**src/rtl/dense_result_collector.sv**
```systemverilog
// Result collector for the dense-dense multiplier: buffers the unthrottled pair stream,
// tags each pair with its (row, col) position and presents it on a ready/valid port.
module dense_result_collector #(
    parameter int unsigned N     = 560,
    parameter int unsigned DEPTH = 16,
    parameter int unsigned DW    = 64
) (
    input  logic                     clk,
    input  logic                     rst,
    input  logic                     in_valid,
    input  logic [DW-1:0]            in_data1,
    input  logic [DW-1:0]            in_data2,
    output logic                     out_valid,
    input  logic                     out_ready,
    output logic [DW-1:0]            out_data1,
    output logic [DW-1:0]            out_data2,
    output logic [$clog2(N)-1:0]     out_row,
    output logic [$clog2(N)-1:0]     out_col,
    output logic                     out_last_row,
    output logic                     out_last,
    output logic [$clog2(DEPTH):0]   count,
    output logic                     overflow,
    output logic                     done
);

    localparam int unsigned RW   = $clog2(N);
    localparam int unsigned CW   = RW;
    localparam int unsigned AW   = $clog2(DEPTH);
    localparam int unsigned CNTW = AW + 1;

    logic [DW-1:0]   mem_d1  [DEPTH];
    logic [DW-1:0]   mem_d2  [DEPTH];
    logic [RW-1:0]   mem_row [DEPTH];
    logic [CW-1:0]   mem_col [DEPTH];

    logic [AW-1:0]   wr_ptr;
    logic [AW-1:0]   rd_ptr;
    logic [RW-1:0]   wr_row;
    logic [CW-1:0]   wr_col;

    logic            push;
    logic            pop;
    logic            head_last_row;
    logic            head_last;
    logic [CNTW-1:0] count_next;

    // Handshake decode; a full FIFO still accepts when the head leaves this cycle
    always_comb begin
        pop        = 1'b0;
        push       = 1'b0;
        count_next = count;
        pop        = out_valid && out_ready;
        push       = in_valid && ((count < CNTW'(DEPTH)) || pop);
        count_next = count + CNTW'(push) - CNTW'(pop);
    end

    always_comb begin
        head_last_row = 1'b0;
        head_last     = 1'b0;
        head_last_row = (mem_col[rd_ptr] == CW'(N - 2));
        head_last     = head_last_row && (mem_row[rd_ptr] == RW'(N - 1));
    end

    // Payload is forced to zero whenever the head is not valid
    assign out_data1    = out_valid ? mem_d1[rd_ptr]  : '0;
    assign out_data2    = out_valid ? mem_d2[rd_ptr]  : '0;
    assign out_row      = out_valid ? mem_row[rd_ptr] : '0;
    assign out_col      = out_valid ? mem_col[rd_ptr] : '0;
    assign out_last_row = out_valid && head_last_row;
    assign out_last     = out_valid && head_last;

    always_ff @(posedge clk or posedge rst) begin
        if (rst) begin
            out_valid <= 1'b0;
            count     <= '0;
            overflow  <= 1'b0;
            done      <= 1'b0;
            wr_ptr    <= '0;
            rd_ptr    <= '0;
            wr_row    <= '0;
            wr_col    <= '0;
        end else begin
            count     <= count_next;
            out_valid <= (count_next != '0);
            done      <= pop && head_last;
            if (in_valid && !push) begin
                overflow <= 1'b1;
            end
            if (push) begin
                wr_ptr <= wr_ptr + AW'(1);
            end
            if (pop) begin
                rd_ptr <= rd_ptr + AW'(1);
            end
            // Tags follow every input pair, dropped or not, to stay matrix-aligned
            if (in_valid) begin
                if (wr_col == CW'(N - 2)) begin
                    wr_col <= '0;
                    wr_row <= (wr_row == RW'(N - 1)) ? '0 : wr_row + RW'(1);
                end else begin
                    wr_col <= wr_col + CW'(2);
                end
            end
        end
    end

    // Storage is intentionally not reset
    always_ff @(posedge clk) begin
        if (push) begin
            mem_d1[wr_ptr]  <= in_data1;
            mem_d2[wr_ptr]  <= in_data2;
            mem_row[wr_ptr] <= wr_row;
            mem_col[wr_ptr] <= wr_col;
        end
    end

endmodule
```
**config.mk**
```make
export PLATFORM = sky130hd
export DESIGN_NAME = dense_result_collector
export DESIGN_NICKNAME = d
export VERILOG_FILES = /design/src/rtl/dense_result_collector.sv
export SDC_FILE = /design/constraint.sdc
export NUM_CORES = 2
export LEC_CHECK = 0
export BUFFER_PORTS_ARGS = -buffer_cell sky130_fd_sc_hd__buf_2
export CAP_MARGIN = 20
export CELL_PAD_IN_SITES_DETAIL_PLACEMENT = 0
export CELL_PAD_IN_SITES_GLOBAL_PLACEMENT = 1
export CORE_ASPECT_RATIO = 0.8
export CORE_UTILIZATION = 44
export DETAILED_ROUTE_END_ITERATION = 8
export PLACE_DENSITY = 0.71
export SETUP_SLACK_MARGIN = 0.4
export SYNTH_ARGS = -nofsm -noshare
export SYNTH_HDL_FRONTEND = slang
export SYNTH_SLANG_ARGS = --single-unit
```
**constraint.sdc**
```tcl
create_clock -name clk -period 23.5 [get_ports clk]
set_input_delay 1.175 -clock clk [delete_from_list [all_inputs] [get_ports clk]]
set_output_delay 1.175 -clock clk [all_outputs]
set_load 0.01 [all_outputs]
```
==> results by group <==
Routing
  – Total Routed Length: 206.6 mm
  – DRT iter0 DRCs: 3939
  – Number of detailed-route iterations in the first pass: 7
  – Drt wl/cell: 29.63 um
  – ANT nets after route: 0
  – DR vias/cell: 5.780
  – Detailed-route via count: 40286
  – # DRC: 0

Die
  – Initial Utilization: around 44%
  – I/O pin count: 290
  – Die Wd: between 500 and 600 um
  – Total core area: 0.2044 mm2
  – Site Rows: 148
  – Die height: 408.6 um
  – Die area: 0.2085 mm2

Synthesis
  – Post-Synth XOR/XNOR Area: 0.2119%
  – Adder-Cell Fraction of Synth Area: less than 1%
  – Yosys warnings: 0
  – Simple-gate area share of the yosys netlist: 1.616%
  – Synth async-reset ratio: 1.466%
  – Sequential area share after synthesis: 78.65%
  – EDFF count, synth: 2352
  – Flops & latches, synth: 2387
  – Post-synthesis mux area share: 17.92%
  – Compound-Gate Fraction of Synth Area: 0.4184%
  – Distinct cells, synth: 51
  – Synth Cell Area: 0.09092 mm2
  – Cell count after synthesis: 3668
  – Synth Flop Type: edfxtp_1
  – Largest family of logic cells by synthesized area: multiplexers
  – Post-Syn Nets: 3813
  – Avg Cell Area, Syn: 24.79 um2

Global routing
  – Initial antenna violation count: 39
  – First-pass GRT wire length: approximately 300 mm
  – Largest net degree at the start of global routing: 154
  – Global route overflow: 0
  – Total track usage: roughly 20%
  – Vias in the first global route: 41966

Clock network
  – CTS buffer count: roughly 230
  – Clk pin slew, worst setup/hold paths: 0.06 ns
  – H-Tree Depth: 4
  – CTS tree: done
  – Setup repair bufs after CTS: 0
  – Max clock buf depth: 3
  – # clock sinks: 2387
  – CTS Root Cell: clkbuf_16
  – Post-CTS Hold Fix Bufs: 0
  – Clk_lat worst skew: between 0.8 and 0.9 ns
  – Cts repair resizes: 0

Worst setup path
  – Worst Path Class, Setup: flip-flop to output port
  – Worst EP required: 22.33 ns
  – Reg-to-Reg Start: out_valid$_DFF_PP0_
  – Reg2Reg Setup Slack: 18.25 ns
  – Worst r2r dst: mem_d1[8][36]$_DFFE_PP_
  – Startpoint Class: flip-flop
  – R2R depth: 8
  – Crit Path Max Fanout: 47
  – CP arrival: 5.91 ns
  – Critical Path End Type: output port

Final layout
  – Final Util: 50.47%
  – Layout area overhead: 13.49%
  – Fillcell total: between 15000 and 20000
  – Multi-input gate area: 0.01858 mm2
  – Register area: 0.07152 mm2
  – Layout Nets: 4211
  – Post-route non-filler standard cell count: 6970
  – Share of layout cells above drive strength 1: 33.75%

Timing
  – Post-route setup slack: approximately 16 ns
  – Fin Setup TNS: 0 ns
  – Max Slew Vio Count: 0
  – Relative slew slack: 21.28%
  – Fmax: ~0.14 GHz
  – Clk_skew: 0.03211 ns
  – Fin. Hold Viols: 0
  – Fin crit share: 30.16%
  – RSZ-0062 raised after global routing: no
  – Tightest hold margin: 0.4621 ns
  – Final setup violation count: 0
  – Slew @ Worst Pin: 1.181 ns
  – Min Tclk post-route: a little over 7 ns

Flow run
  – # Max-Cap Violations: 0

Placed design
  – # port buffers: 288
  – Placement Setup Slack: 17.08 ns
  – Gpl congestion: 0.7282
  – DP HPWL: 100.1 mm
  – Dpl cells: 6539

Power
  – Max IR drop VDD: 0.1058 mV
  – Static leakage: between 30 and 40 nW
  – Pwr per Cell Area: 120.9 mW/mm2

Worst hold path
  – Hold Crit Class: input pin to async pin

Outcome
  – Status: completed
cell families (layout without fill, tap and decap cells):
family                   Yosys count  in the layout
AO/OA/AOI/OAI                     55             55
XOR/XNOR                          22             22
adder cells (fa/ha/maj)           13             13
buffers and inverters            205            801
flip-flops                      2387           2387
multiplexers                     732            732
other                              1              7
AND/OR/NAND/NOR                  253            253
where the power goes:
group          switching (mW)  internal (mW)  leakage [nW]
clock network            1.59           2.09          3.65
registers               0.164           5.06          21.7
logic                    1.85           1.72          7.13
routing by layer:
layer | track usage (%) | share of wire (%) | vias up
met3 | 3.866 | 6.4 | 313
met2 | 32.38 | 50 | 1255
met4 | 4.937 | 2.2 | 40
met1 | 27.93 | 42 | 22058
met5 | 0 | 0.12 | -
li1 | - | - | 16620
synth_stat cells, drive strengths merged (9+ instances only):
cell    number  area share, %
edfxtp    2352             78
mux4       714             18
and2       154            1.1
buf        112           0.62
clkbuf      78           0.32
dfrtp       35           0.96
nand2       30           0.12
nor2        19          0.078
a22oi       17           0.14
xnor2       16           0.15
inv         15          0.062
ha          12           0.17
mux2i       11           0.12
nand3       10          0.055
a21oi        9          0.050
flip-flops by register name (all words and copies together), names as in the netlist, 4 cells and up:
| name | cells |
|---|---|
| wr_ptr | 4 |
| wr_col | 9 |
| rd_ptr | 4 |
| wr_row | 10 |
| count | 5 |
| mem_d1 | 1024 |
| mem_d2 | 1024 |
| mem_row | 160 |
| mem_col | 144 |
worst max-delay path, cell delays in order (launching register included):
cell and delay, ns:
dfrtp_4 0.87, buf_4 0.79, buf_4 0.85, buf_4 0.89, mux4_2 0.61, mux4_2 0.49, and2_1 0.21, buf_2 0.15
metrics by stage:
| stage | instance area, um2 | total power, mW |
|---|---|---|
| after global placement | 95670 | 8.954 |
| after detailed placement | 95670 | 8.982 |
| after floorplan | 90920 | 7.810 |
| after CTS | 103200 | 12.66 |
| after global routing | 103200 | 12.99 |
| final | 103200 | 12.47 |
how the worst max path moves through the flow:
| stage | to | cells after the start | startpoint | slack [ns] |
|---|---|---|---|---|
| after floorplan | mem_col[0][1]$_DFFE_PP_ | 5 | in_valid | 6.71 |
| after global placement | out_data1[53] | 7 | rd_ptr[0]$_DFFE_PP0P_ | 17.12 |
| after detailed placement | out_data1[53] | 7 | rd_ptr[0]$_DFFE_PP0P_ | 17.08 |
| after CTS | out_data1[53] | 7 | rd_ptr[0]$_DFFE_PP0P_ | 16.16 |
| after global routing | out_data1[53] | 7 | rd_ptr[0]$_DFFE_PP0P_ | 15.86 |
| final | out_data1[32] | 7 | rd_ptr[0]$_DFFE_PP0P_ | 16.41 |
area by class of cell:
class / instances / share of cell area, %
multi-input cells: 1076 / 18.01
flip-flops and latches: 2387 / 69.31
diodes: 6 / 0.01455
inverters: 15 / 0.06184
clock buffers: 271 / 5.693
repair buffers: 361 / 2.061
well taps: 2700 / 3.274
clock inverters: 154 / 1.575
cell usage in the layout (no fill, tap or decap), types with 5 or more instances in the layout:
| cell | instances |
|---|---|
| nand2_1 | 30 |
| clkbuf_16 | 226 |
| buf_4 | 62 |
| o22ai_1 | 5 |
| o21ai_0 | 5 |
| and2_4 | 8 |
| clkbuf_1 | 40 |
| mux2i_1 | 11 |
| clkinvlp_4 | 13 |
| nand4_1 | 5 |
| edfxtp_1 | 2352 |
| xor2_1 | 6 |
| nand3_1 | 10 |
| nor2_1 | 15 |
| clkinv_2 | 46 |
| and3_1 | 5 |
| xnor2_1 | 16 |
| mux2_2 | 7 |
| bufinv_16 | 27 |
| nor2b_1 | 7 |
| a22oi_1 | 17 |
| clkinv_1 | 48 |
| clkbuf_8 | 5 |
| inv_6 | 9 |
| and2_1 | 146 |
| a21oi_1 | 9 |
| nor4_2 | 5 |
| inv_1 | 14 |
| buf_2 | 288 |
| ha_1 | 12 |
| dfrtp_1 | 31 |
| mux4_1 | 5 |
| diode_2 | 6 |
| mux4_2 | 709 |
| buf_12 | 11 |
| a21o_1 | 6 |
Power figures use the tool's default switching activity.
